`src/rtl/arc4_pkg.sv`:
```
// arc4_pkg: shared state encodings, phase codes and S-memory widths for the ARC4 sequencer.
package arc4_pkg;
    localparam int S_AW = 8;
    localparam int S_DW = 8;
    typedef logic [2:0] arc4_seq_state_t;
    // GO states are odd and WAIT states even, so the phase falls out of (state+1)/2
    localparam arc4_seq_state_t ST_IDLE      = 3'd0;
    localparam arc4_seq_state_t ST_INIT_GO   = 3'd1;
    localparam arc4_seq_state_t ST_INIT_WAIT = 3'd2;
    localparam arc4_seq_state_t ST_KSA_GO    = 3'd3;
    localparam arc4_seq_state_t ST_KSA_WAIT  = 3'd4;
    localparam arc4_seq_state_t ST_PRGA_GO   = 3'd5;
    localparam arc4_seq_state_t ST_PRGA_WAIT = 3'd6;
    localparam arc4_seq_state_t ST_ERR       = 3'd7;
    localparam logic [1:0] PH_IDLE = 2'd0;
    localparam logic [1:0] PH_INIT = 2'd1;
    localparam logic [1:0] PH_KSA  = 2'd2;
    localparam logic [1:0] PH_PRGA = 2'd3;
    function automatic logic [1:0] state_phase(input arc4_seq_state_t s);
        return (s == ST_IDLE || s == ST_ERR) ? PH_IDLE : 2'((4'(s) + 4'd1) >> 1);
    endfunction
endpackage

```
`src/rtl/arc4_seq_if.sv`:
```
// arc4_seq_if: upstream handshake, sub-block handshakes and S-memory port of the ARC4 sequencer.
interface arc4_seq_if #(parameter int KEY_W = 24);
    import arc4_pkg::*;
    logic             en, rdy, err;
    logic [1:0]       phase;
    logic [KEY_W-1:0] key_in, key_out;
    logic             init_en, ksa_en, prga_en;
    logic             init_rdy, ksa_rdy, prga_rdy;
    logic [S_AW-1:0]  init_addr, ksa_addr, prga_addr, s_addr;
    logic [S_DW-1:0]  init_wrdata, ksa_wrdata, prga_wrdata, s_wrdata;
    logic             init_wren, ksa_wren, prga_wren, s_wren;
    modport master (
        input  en, key_in, init_rdy, ksa_rdy, prga_rdy,
        input  init_addr, ksa_addr, prga_addr, init_wrdata, ksa_wrdata, prga_wrdata,
        input  init_wren, ksa_wren, prga_wren,
        output rdy, err, phase, key_out, init_en, ksa_en, prga_en, s_addr, s_wrdata, s_wren
    );
    modport slave (
        output en, key_in, init_rdy, ksa_rdy, prga_rdy,
        output init_addr, ksa_addr, prga_addr, init_wrdata, ksa_wrdata, prga_wrdata,
        output init_wren, ksa_wren, prga_wren,
        input  rdy, err, phase, key_out, init_en, ksa_en, prga_en, s_addr, s_wrdata, s_wren
    );
endinterface

```
`src/rtl/arc4_sport_mux.sv`:
```
// arc4_sport_mux: grants the single S-memory port to the sub-block owning the current phase.
module arc4_sport_mux
    import arc4_pkg::*;
(
    input  logic [1:0]      i_phase,
    input  logic [S_AW-1:0] i_init_addr,
    input  logic [S_AW-1:0] i_ksa_addr,
    input  logic [S_AW-1:0] i_prga_addr,
    input  logic [S_DW-1:0] i_init_wrdata,
    input  logic [S_DW-1:0] i_ksa_wrdata,
    input  logic [S_DW-1:0] i_prga_wrdata,
    input  logic            i_init_wren,
    input  logic            i_ksa_wren,
    input  logic            i_prga_wren,
    output logic [S_AW-1:0] o_s_addr,
    output logic [S_DW-1:0] o_s_wrdata,
    output logic            o_s_wren
);
    always_comb begin
        o_s_addr   = i_phase == PH_INIT ? i_init_addr   : i_phase == PH_KSA ? i_ksa_addr   : i_phase == PH_PRGA ? i_prga_addr   : '0;
        o_s_wrdata = i_phase == PH_INIT ? i_init_wrdata : i_phase == PH_KSA ? i_ksa_wrdata : i_phase == PH_PRGA ? i_prga_wrdata : '0;
        o_s_wren   = i_phase == PH_INIT ? i_init_wren   : i_phase == PH_KSA ? i_ksa_wren   : i_phase == PH_PRGA ? i_prga_wren   : 1'b0;
    end
endmodule

```
`src/rtl/arc4_seq.sv`:
```
// arc4_seq: runs init -> ksa -> prga once per accepted request, arbitrates the S port,
// latches the key for the run and aborts to ERR if any WAIT phase stalls.
module arc4_seq
    import arc4_pkg::*;
#(
    parameter int TIMEOUT = 4096,
    parameter int KEY_W   = 24
) (
    input logic         clk,
    input logic         rst,
    arc4_seq_if.master  m_if
);
    localparam int WD_W = (TIMEOUT > 0) ? $clog2(TIMEOUT + 1) : 1;
    arc4_seq_state_t  r_state, w_next;
    logic [WD_W-1:0]  r_wd;
    logic [KEY_W-1:0] r_key;
    logic [1:0]       w_phase;
    logic             w_idle, w_go, w_wait, w_sub_rdy, w_tmo;
    assign w_phase   = state_phase(r_state);
    assign w_idle    = r_state == ST_IDLE || r_state == ST_ERR;
    assign w_go      = r_state[0] && r_state != ST_ERR;
    assign w_wait    = !r_state[0] && r_state != ST_IDLE;
    assign w_sub_rdy = w_phase == PH_INIT ? m_if.init_rdy : w_phase == PH_KSA ? m_if.ksa_rdy : w_phase == PH_PRGA ? m_if.prga_rdy : 1'b0;
    assign w_tmo     = (TIMEOUT > 0) && (r_wd == WD_W'(TIMEOUT - 1));
    // completion beats a coinciding timeout because sub_rdy is tested first
    always_comb begin
        w_next = w_idle ? (m_if.en ? ST_INIT_GO : r_state) :
                 w_sub_rdy ? (r_state == ST_PRGA_WAIT ? ST_IDLE : r_state + 3'd1) :
                 (w_wait && w_tmo) ? ST_ERR : r_state;
    end
    always_ff @(posedge clk) begin
        if (rst) begin
            r_state <= ST_IDLE;
            r_wd    <= '0;
            r_key   <= '0;
        end else begin
            r_state <= w_next;
            r_wd    <= (w_wait && !w_sub_rdy) ? ((r_wd == '1) ? r_wd : r_wd + WD_W'(1)) : '0;
            if (w_idle && m_if.en)
                r_key <= m_if.key_in;
        end
    end
    assign m_if.rdy     = w_idle;
    assign m_if.err     = r_state == ST_ERR;
    assign m_if.phase   = w_phase;
    assign m_if.key_out = r_key;
    assign m_if.init_en = w_go && w_phase == PH_INIT && m_if.init_rdy;
    assign m_if.ksa_en  = w_go && w_phase == PH_KSA  && m_if.ksa_rdy;
    assign m_if.prga_en = w_go && w_phase == PH_PRGA && m_if.prga_rdy;
    arc4_sport_mux u_mux (
        .i_phase       (w_phase),
        .i_init_addr   (m_if.init_addr),
        .i_ksa_addr    (m_if.ksa_addr),
        .i_prga_addr   (m_if.prga_addr),
        .i_init_wrdata (m_if.init_wrdata),
        .i_ksa_wrdata  (m_if.ksa_wrdata),
        .i_prga_wrdata (m_if.prga_wrdata),
        .i_init_wren   (m_if.init_wren),
        .i_ksa_wren    (m_if.ksa_wren),
        .i_prga_wren   (m_if.prga_wren),
        .o_s_addr      (m_if.s_addr),
        .o_s_wrdata    (m_if.s_wrdata),
        .o_s_wren      (m_if.s_wren)
    );
endmodule

```
`src/flat_wrapper.sv`:
```
// flat-port wrapper written by rule: the top's interface ports become plain ports
module arc4_seq_flat import arc4_pkg::*;
#(
    parameter int TIMEOUT = 4096,
    parameter int KEY_W   = 24
)
  (clk, rst, m_if_en, m_if_key_in, m_if_init_rdy, m_if_ksa_rdy, m_if_prga_rdy, m_if_init_addr, m_if_ksa_addr, m_if_prga_addr, m_if_init_wrdata, m_if_ksa_wrdata, m_if_prga_wrdata, m_if_init_wren, m_if_ksa_wren, m_if_prga_wren, m_if_rdy, m_if_err, m_if_phase, m_if_key_out, m_if_init_en, m_if_ksa_en, m_if_prga_en, m_if_s_addr, m_if_s_wrdata, m_if_s_wren);
  arc4_seq_if #(.KEY_W(KEY_W)) m_if_i ();
  input logic clk;
  input logic rst;
  input wire logic [$bits(m_if_i.en)-1:0] m_if_en;
  input wire logic [$bits(m_if_i.key_in)-1:0] m_if_key_in;
  input wire logic [$bits(m_if_i.init_rdy)-1:0] m_if_init_rdy;
  input wire logic [$bits(m_if_i.ksa_rdy)-1:0] m_if_ksa_rdy;
  input wire logic [$bits(m_if_i.prga_rdy)-1:0] m_if_prga_rdy;
  input wire logic [$bits(m_if_i.init_addr)-1:0] m_if_init_addr;
  input wire logic [$bits(m_if_i.ksa_addr)-1:0] m_if_ksa_addr;
  input wire logic [$bits(m_if_i.prga_addr)-1:0] m_if_prga_addr;
  input wire logic [$bits(m_if_i.init_wrdata)-1:0] m_if_init_wrdata;
  input wire logic [$bits(m_if_i.ksa_wrdata)-1:0] m_if_ksa_wrdata;
  input wire logic [$bits(m_if_i.prga_wrdata)-1:0] m_if_prga_wrdata;
  input wire logic [$bits(m_if_i.init_wren)-1:0] m_if_init_wren;
  input wire logic [$bits(m_if_i.ksa_wren)-1:0] m_if_ksa_wren;
  input wire logic [$bits(m_if_i.prga_wren)-1:0] m_if_prga_wren;
  output wire logic [$bits(m_if_i.rdy)-1:0] m_if_rdy;
  output wire logic [$bits(m_if_i.err)-1:0] m_if_err;
  output wire logic [$bits(m_if_i.phase)-1:0] m_if_phase;
  output wire logic [$bits(m_if_i.key_out)-1:0] m_if_key_out;
  output wire logic [$bits(m_if_i.init_en)-1:0] m_if_init_en;
  output wire logic [$bits(m_if_i.ksa_en)-1:0] m_if_ksa_en;
  output wire logic [$bits(m_if_i.prga_en)-1:0] m_if_prga_en;
  output wire logic [$bits(m_if_i.s_addr)-1:0] m_if_s_addr;
  output wire logic [$bits(m_if_i.s_wrdata)-1:0] m_if_s_wrdata;
  output wire logic [$bits(m_if_i.s_wren)-1:0] m_if_s_wren;
  assign m_if_i.en = m_if_en;
  assign m_if_i.key_in = m_if_key_in;
  assign m_if_i.init_rdy = m_if_init_rdy;
  assign m_if_i.ksa_rdy = m_if_ksa_rdy;
  assign m_if_i.prga_rdy = m_if_prga_rdy;
  assign m_if_i.init_addr = m_if_init_addr;
  assign m_if_i.ksa_addr = m_if_ksa_addr;
  assign m_if_i.prga_addr = m_if_prga_addr;
  assign m_if_i.init_wrdata = m_if_init_wrdata;
  assign m_if_i.ksa_wrdata = m_if_ksa_wrdata;
  assign m_if_i.prga_wrdata = m_if_prga_wrdata;
  assign m_if_i.init_wren = m_if_init_wren;
  assign m_if_i.ksa_wren = m_if_ksa_wren;
  assign m_if_i.prga_wren = m_if_prga_wren;
  assign m_if_rdy = m_if_i.rdy;
  assign m_if_err = m_if_i.err;
  assign m_if_phase = m_if_i.phase;
  assign m_if_key_out = m_if_i.key_out;
  assign m_if_init_en = m_if_i.init_en;
  assign m_if_ksa_en = m_if_i.ksa_en;
  assign m_if_prga_en = m_if_i.prga_en;
  assign m_if_s_addr = m_if_i.s_addr;
  assign m_if_s_wrdata = m_if_i.s_wrdata;
  assign m_if_s_wren = m_if_i.s_wren;
  arc4_seq #(.TIMEOUT(TIMEOUT), .KEY_W(KEY_W)) u_core (.clk(clk), .rst(rst), .m_if(m_if_i));
endmodule
```
`config.mk`:
```
export PLATFORM = sky130hd
export DESIGN_NAME = arc4_seq_flat
export DESIGN_NICKNAME = d
export VERILOG_FILES = /design/src/rtl/arc4_pkg.sv /design/src/rtl/arc4_seq_if.sv /design/src/rtl/arc4_sport_mux.sv /design/src/rtl/arc4_seq.sv /design/src/flat_wrapper.sv
export SDC_FILE = /design/constraint.sdc
export NUM_CORES = 1
export LEC_CHECK = 0
export CORE_MARGIN = 2
export CORE_UTILIZATION = 38
export CTS_CLUSTER_DIAMETER = 40
export DETAILED_ROUTE_END_ITERATION = 16
export PLACE_DENSITY = 0.81
export SLEW_MARGIN = 20
export SYNTH_ARGS = -nofsm -noshare
export SYNTH_HDL_FRONTEND = slang
export SYNTH_SLANG_ARGS = --single-unit
```
`constraint.sdc`:
```
create_clock -name clk -period 3.2 [get_ports clk]
set_input_delay 0.8 -clock clk [delete_from_list [all_inputs] [get_ports clk]]
set_output_delay 0.8 -clock clk [all_outputs]
set_load 0.01 [all_outputs]
```
# Word level (Yosys, flattened, before mapping)
# Index checks and enable logic that the tools add are counted.
dict set report word_totals {
  reg_bits 40
  input_bits 81
  wordCells 53
}
dict set report classes {
  addsub 3
  eq_ne 9
  n_mux 18
  n_bitwise 1
  reduce_logical 19
}
# operator count
set op_table {}
lappend op_table {{two-way mux 8 bit} 6}
lappend op_table {{two-way mux 3 bit} 5}
lappend op_table {{adder 13 x 1 -> 13 bit, second input constant} 1}
lappend op_table {{== test 13 x 12 -> 1 bit, second input constant} 1}
lappend op_table {{== test 13 bit, second input constant} 1}
lappend op_table {{logical AND 1 bit} 11}
lappend op_table {{adder 3 x 1 -> 3 bit, second input constant} 2}
lappend op_table {{== test 3 bit, second input constant} 2}
lappend op_table {{two-way mux 1 bit} 6}
lappend op_table {{nonzero test 3 bit} 2}
lappend op_table {{== test 2 bit, second input constant} 2}
lappend op_table {{zero test 3 bit} 1}
lappend op_table {{!= test 3 bit, second input constant} 1}
lappend op_table {{== test 2 x 1 -> 1 bit, second input constant} 1}
lappend op_table {{zero test 1 bit} 2}
lappend op_table {{two-way mux 2 bit} 1}
lappend op_table {{!= test 2 bit, second input constant} 1}
lappend op_table {{AND reduction 2 bit} 1}
lappend op_table {{OR reduction 2 bit} 1}
lappend op_table {{logical OR 1 bit} 1}
lappend op_table {{NOT 1 bit} 1}

# Depth between registers and ports, before layout
dict set report logic_depth {
  word_depth 11
  ltp_mapped 11
}

# Cells and area by module
# A second synthesis with hierarchy kept.
dict set report unflattened {
  hier_cells 256
  area_unflattened_um2 2233.4
}
# module n_inst cells_per_inst area_each_um2
set modules_own_cells {}
lappend modules_own_cells {arc4_seq 1 215 1779.2}
lappend modules_own_cells {arc4_sport_mux 1 41 454.2}

# Worst setup path after synthesis
# OpenSTA, ideal clock, no wires.
dict set report synth_path {
  path_type {reg2out}
  startpoint {register u_core.r_state[0]}
  endpoint {output m_if_s_wrdata[6]}
  arrival_ps 2026
  path_slack_ps 374
  stages_incl_launch_ff 8
  n_path_buf 2
  path_cell_list {dfxtp_1 > clkbuf_1 > inv_1 > ha_1 > buf_1 > mux2_2 > a22oi_1 > nor2_1}
}
dict set report synth_via {
  elab_chain_cells 7
  word_cells_on_any_way 11
}
# element line
set synth_lines {}
lappend synth_lines {{start, declared} arc4_seq.sv:14} ;# arc4_seq_state_t r_state, w_next;
lappend synth_lines {{start signal, assigned} arc4_seq.sv:37} ;# r_state <= w_next;
lappend synth_lines {{branches (longest 2 deep; another with adder 3 x 1 -> 3 bit)} n/a}
lappend synth_lines {{two-way mux 2 bit (*)} arc4_pkg.sv:20} ;# return (s == ST_IDLE || s == ST_ERR) ? PH_IDLE : 2'((4'(s) + 4'd1) >> 1);
lappend synth_lines {{== test 2 bit} arc4_sport_mux.sv:21} ;# o_s_wrdata = i_phase == PH_INIT ? i_init_wrdata : i_phase == PH_KSA ? i_ksa_wrdata : i_phase == PH_PRGA ? i_pr ...
lappend synth_lines {{two-way mux 8 bit (2 in series)} arc4_sport_mux.sv:21}
lappend synth_lines {{two-way mux 8 bit (*)} arc4_sport_mux.sv:21}
lappend synth_lines {{end, declared} flat_wrapper.sv:33} ;# output wire logic [$bits(m_if_i.s_wrdata)-1:0] m_if_s_wrdata;
# Mark *: on every way between the ends.

# Final worst setup path
dict set report layout_path {
  startpoint {register u_core.r_state[0]}
  endpoint {output m_if_s_addr[3]}
}
dict set report layout_via {
  elab_chain_cells 7
  word_cells_on_any_way 11
}
# element line
set layout_lines {}
lappend layout_lines {{branches (longest 2 deep; another with adder 3 x 1 -> 3 bit)} n/a}
lappend layout_lines {{two-way mux 2 bit (*)} arc4_pkg.sv:20}
lappend layout_lines {{== test 2 bit} arc4_sport_mux.sv:20} ;# o_s_addr = i_phase == PH_INIT ? i_init_addr : i_phase == PH_KSA ? i_ksa_addr : i_phase == PH_PRGA ? i_prga_add ...
lappend layout_lines {{two-way mux 8 bit (2 in series)} arc4_sport_mux.sv:20}
lappend layout_lines {{two-way mux 8 bit (*)} arc4_sport_mux.sv:20}
lappend layout_lines {{end, declared} flat_wrapper.sv:32} ;# output wire logic [$bits(m_if_i.s_addr)-1:0] m_if_s_addr;
# Marks and branches as above.

==> flow_metrics.py <==
metrics = {
    "run_status": {
        "outcome": "finished, final reports clean",
    },
    "worst_setup_path": {
        "cp_max_fo": 12,
        "startpoint": "u_core.r_state[0]",
        "critical_path_class": "flip-flop to primary output",
        "critPathCaptureType": "primary output",
        "reg2reg_from": "u_core.r_state[0]",
        "cp-start-kind": "flip-flop",
        "worstPathArrival_ns": 2.30,
        "cp.required_ns": 2.40,
        "r2r_cells": 9,
    },
    "clock_tree": {
        "cts.reportedPaths.clkPinSlew_ns": 0.08,
        "cts_buffer_depth": 2,
        "cts_made_buffers": 5,
        "tritoncts": "done",
        "cts.sinks": 40,
        "htreeDepth": 2,
        "clock_latency_ns": 0.29,
        "cts_root_buf": "clkbuf_8",
    },
    "timing": {
        "tns_ns": 0,
        "max_freq_mhz": 323,
        "fin_crit_sh": 0.968,
        "finalSetupViolCount": 0,
        "worst_pin_slew_ns": 0.632,
        "slew_headroom": 0.576,
        "setup_slack_ns": 0.104,
        "min_period_ns": 3.10,
        "hold_viol": 0,
        "finalMaxSlewViolations": 0,
        "clock_skew_ns": 0.00672,
    },
    "global_route": {
        "grt_pass1_vias": 2421,
        "grt_max_degree": 26,
        "grt_use_total": 0.235,
        "grt-ovfl-total": 0,
        "antenna_found_initial": 0,
        "grt_pass1_wl_um": 11700,
    },
    "worst_hold_path": {
        "hp-class": "flip-flop to flip-flop",
        "min-delay-start": "u_core.m_if.key_out[1]",
        "min_path_cells": 2,
    },
    "floorplan": {
        "die_w_um": 79.9,
        "std_cell_rows": 27,
        "coreArea_um2": 5540,
        "die_h_um": 79.9,
        "die_area_um2": 6380,
        "num_io_pins": 129,
        "start_util": 0.395,
    },
    "detailed_routing": {
        "drtIter0Drc": 103,
        "routed_via_density": 5.12,
        "wl_um": 7390,
        "wl_per_cell_um": 15.5,
        "drt_first_pass_iters": 4,
        "drc_errors": 0,
        "vias": 2440,
        "ant_nets": 0,
    },
    "power_and_ir_drop": {
        "power.internal_mw": 1.09,
        "swShare": 0.303,
        "clkPwrFrac": 0.261,
        "power.density_nw_per_um2": 419,
        "p_seq_frac": 0.352,
        "total_power_mw": 1.57,
        "switchingPower_uw": 475,
        "irDropWorstVdd_mv": 0.373,
        "p_leak_nw": 1.39,
        "p_comb_frac": 0.387,
    },
    "logic_synthesis": {
        "synth_cells": 278,
        "async_flop_share": 0,
        "ys_seq_elements": 40,
        "syn_avg_cell_area_um2": 7.87,
        "synth-edff-count": 0,
        "synth.net_count": 364,
        "postSynth.topFlopCell": "dfxtp_1",
        "ys_warn_count": 0,
        "synth_area_um2": 2190,
        "ys_types": 38,
        "ys_seq_area_frac": 0.366,
    },
    "placement": {
        "place_ws_ns": 0.210,
        "gp_congestion": 0.815,
        "port_buffers": 128,
        "post-dp-hpwl_um": 5190,
    },
    "final_layout": {
        "drive_gt1_frac": 0.123,
        "nFillCells": 475,
        "area_growth_pct": 71.3,
        "final_nets": 490,
        "final_cell_mix": "119 x clkdlybuf4s50_1, 58 x nand2_1, 38 x dfxtp_1",
        "mostFrequentLayoutCell": "clkdlybuf4s50_1",
        "postLayoutCoreUtil": 0.676,
        "n_antenna_cell": 0,
    },
    "job": {
        "maxCapViolCount": 0,
    },
}
critical path: stages (launching register included):
cell	delay, ns
dfxtp_2	0.37
inv_1	0.11
ha_4	0.31
buf_12	0.14
nor2b_4	0.17
buf_6	0.15
a22oi_1	0.09
nor2_1	0.10
clkdlybuf4s50_1	0.54
routing by layer:
| metal | share of wire | wire, µm | global-route usage |
|---|---|---|---|
| met4 | 0.021 | 153 | 0.0746 |
| met5 | 0 | 0 | 0 |
| met2 | 0.52 | 3830 | 0.418 |
| met3 | 0.054 | 400 | 0.0633 |
| met1 | 0.41 | 3010 | 0.275 |
Yosys cell counts (all sizes together) (2+ instances only):
library cell  count  area share
a211oi            3       0.010
a21oi            35       0.082
a22oi            17       0.058
and2              3      0.0086
buf               5       0.010
clkbuf           14       0.025
dfxtp            40        0.37
ha                5       0.029
inv               5      0.0086
mux2             17       0.088
nand2            58        0.10
nand3             6       0.014
nand4             2      0.0086
nor2             33       0.057
nor2b             2      0.0069
nor3              8       0.018
o2bb2ai           2      0.0080
xnor2             9       0.036
power by group through the flow:
stage	clock [mW]	combinational, mW	sequential [mW]
after floorplan	0	0.270	0.574
after global placement	0	0.543	0.561
after detailed placement	0	0.551	0.563
after CTS	0.420	0.580	0.552
after global routing	0.442	0.650	0.559
final	0.409	0.607	0.553
cells by family after synthesis:
family | share of synthesized area
buffers and inverters | 0.0435
multiplexers | 0.0875
XOR/XNOR | 0.0360
adder cells (fa/ha/maj) | 0.0286
flip-flops | 0.366
AO/OA/AOI/OAI | 0.185
AND/OR/NAND/NOR | 0.253
final timing paths:
path	slack (ns)	to
setup / recovery	0.10	m_if_s_addr[3]
hold / removal	0.46	u_core.m_if.key_out[1]
setup reg to reg	0.88	u_core.r_state[1]
hold reg to reg	0.46	u_core.m_if.key_out[1]
area by class of cell:
class,instances,area (µm²),area share
Timing Repair Buffer,138,1400,0.373
Multi-Input combinational cell,214,1320,0.353
Sequential cell,40,803,0.214
Tap cell,72,90.1,0.0240
Clock buffer,5,68.8,0.0184
Clock inverter,3,42.5,0.0114
Inverter,5,21.3,0.00568
state kept, by name (all words and copies together), names as in the netlist:
name	cells
u_core.m_if.key_out	24
u_core.r_state	3
u_core.r_wd	13
repair_timing:
action                                  CTS  global route
pin swaps                                 0             0
cloned                                    1             1
endpoints found under the setup margin   20            14
hold buffers                              0             0
buffers inserted                          1             0
resized for setup                        14             9
metrics by stage:
step                      instance area, µm²  hold WS [ns]  std cells
final                                   3750         0.456        477
after detailed placement                3550         0.446        466
after CTS                               3690         0.456        476
after global placement                  3550         0.441        466
after floorplan                         2190         0.476        278
after global routing                    3750         0.474        477
(Power assumes the default switching activity.)
==> edit (same settings) <==
`TIMEOUT` is set to 4096 in 2 places; all go to 2048.
--- a/src/rtl/arc4_seq.sv
+++ b/src/rtl/arc4_seq.sv
@@ -3,7 +3,7 @@
 module arc4_seq
     import arc4_pkg::*;
 #(
-    parameter int TIMEOUT = 4096,
+    parameter int TIMEOUT = 2048,
     parameter int KEY_W   = 24
 ) (
     input logic         clk,
--- a/src/flat_wrapper.sv
+++ b/src/flat_wrapper.sv
@@ -1,7 +1,7 @@
 // flat-port wrapper written by rule: the top's interface ports become plain ports
 module arc4_seq_flat import arc4_pkg::*;
 #(
-    parameter int TIMEOUT = 4096,
+    parameter int TIMEOUT = 2048,
     parameter int KEY_W   = 24
 )
   (clk, rst, m_if_en, m_if_key_in, m_if_init_rdy, m_if_ksa_rdy, m_if_prga_rdy, m_if_init_addr, m_if_ksa_addr, m_if_prga_addr, m_if_init_wrdata, m_if_ksa_wrdata, m_if_prga_wrdata, m_if_init_wren, m_if_ksa_wren, m_if_prga_wren, m_if_rdy, m_if_err, m_if_phase, m_if_key_out, m_if_init_en, m_if_ksa_en, m_if_prga_en, m_if_s_addr, m_if_s_wrdata, m_if_s_wren);
Behaviour: no difference found for any inputs over 10 cycles, from zero or initial values and one cycle with rst high; that may be too few to reach the edited logic, so the function may still have changed.
==> edit against the original RTL <==
- cell area fell by 0.33%
- via count rose by 2.8%
- wire length fell by 3.7%
- sequential share of layout area fell by 0.53 points
- die area rose by 0.16%
- fmax fell by 0.23%
- sequential cell count fell by 1
- first-iteration DRC count fell by 20%
- synthesized area rose by 0.17%
- clock skew rose by 0.0031 ns
- setup slack got worse by 0.0073 ns
- largest cell class unchanged
Power is not compared: it rests on default switching activity, and its combinational part moved more than twofold at a synthesized area within 25%.
==> edit: results (changes against the original RTL) <==
Placement
  • Count of input and output buffers: 128 (unchanged)
  • GP Congestion: 0.764 (was 0.815)
  • Cell count after placement: 489 (was 466)
  • Dpl hpwl: 5280 µm (was 5190 µm)
  • Post-place instance area: 3630 µm² (was 3550 µm²)
  • Pre-CTS WS: -0.458 ns (was 0.210 ns)

Timing
  • Hold slack: 0.455 ns (was 0.456 ns)
  • Final worst slack: 0.0962 ns (was 0.104 ns)
  • Final setup skew: 0.00978 ns (was 0.00672 ns)
  • Relative max-transition margin: 46.2% (was 57.6%)

GRT
  • Via count of the first global-routing pass: 2,424 (was 2,421)
  • Met3 Usage GRT: 7.92% (was 6.33%)
  • Met2 Use GR: 37.4% (was 41.8%)
  • All-Layer GR Usage: 21.5% (was 23.5%)
  • Global-route wire length before repair: 11,000 µm (was 11,700 µm)
  • Pin count of the biggest net entering global routing: 37 (was 26)
  • GR Util met1: 24.7% (was 27.5%)

Yosys
  • Syn Area/Cell: 7.61 µm² (was 7.87 µm²)
  • Post-synth top cells: nand2_1, a21oi_1, dfxtp_1, nor2_1, a22oi_1 (was nand2_1, dfxtp_1, a21oi_1, nor2_1)
  • Synth cell types: 42 (was 38)
  • Compound-cell area share of the yosys netlist: 23.9% (was 18.5%)
  • Adder-Cell Fraction of Synth Area: 3.43% (was 2.86%)
  • Syn Nets: 375 (was 364)
  • Synth Flop Type: dfxtp_1 (unchanged)
  • XOR/XNOR Fraction of Synth Area: 3.20% (was 3.60%)
  • Post-synthesis sequential area ratio: 35.6% (was 36.6%)
  • Ranking of synthesized cells by area: dfxtp_1, a21oi_1, nand2_1 (was dfxtp_1, nand2_1, mux2_2)
  • Mux share of post-synthesis cell area: 2.86% (was 8.75%)

Setup path
  • Worst path max stage delay: 0.51 ns (was 0.54 ns)
  • Top delay family on crit path: simple AND/OR/NAND/NOR gates (was buffers and inverters)
  • Worst path slowest cell: or4b_4 (was clkdlybuf4s50_1)
  • Setup slack, reg-to-reg: 0.78 ns (was 0.88 ns)
  • Critical path peak fanout: 3 (was 12)

Drt
  • Drt pass-1 iters: 4 (unchanged)
  • Metal-1 WL: 2910 µm (was 3010 µm)
  • Met2 WL post-DR: 3320 µm (was 3830 µm)
  • Final WL: 7110 µm (was 7390 µm)
  • 1st-iter DRT viols: 82 (was 103)
  • Vias: 2,509 (was 2,440)
  • WL met3: 806 µm (was 400 µm)

Finish
  • Fin cells: 500 (was 477)
  • Layout Nets: 514 (was 490)
  • Layout cells sized above 1: 13.6% (was 12.3%)

Clock network
  • Clock buffer depth: 2 (unchanged)

Run status
  • Status: complete, no violations (unchanged)

Pwr
  • Clk pwr share: 12.5%
[edit: cell type report]
cell class | instances | area, µm²
clock buffer | 7 | 86.3
clock inverter | 1 | 8.76
fill | 470 | 1810
inverter | 8 | 30.0
multi-input combinational | 225 | 1340
sequential | 39 | 781
tap | 72 | 90.1
timing repair buffer | 148 | 1400
[edit: what timing repair did]
action | CTS | global route
endpoints found under the setup margin | 20 | 17
gates resized for setup | 29 | 29
buffers inserted | 1 | 1
pin swaps | 1 | 1
gates cloned | 1 | 0
[edit: final timing paths]
check                                  startpoint                                    to  cells past startpoint
max                u_core.r_state[0]$_SDFFE_PP0P_                           m_if_ksa_en                      8
max reg2reg        u_core.r_state[0]$_SDFFE_PP0P_        u_core.r_state[0]$_SDFFE_PP0P_                     10
min          u_core.m_if.key_out[10]$_SDFFE_PP0P_  u_core.m_if.key_out[10]$_SDFFE_PP0P_                      2
min reg2reg  u_core.m_if.key_out[10]$_SDFFE_PP0P_  u_core.m_if.key_out[10]$_SDFFE_PP0P_                      2
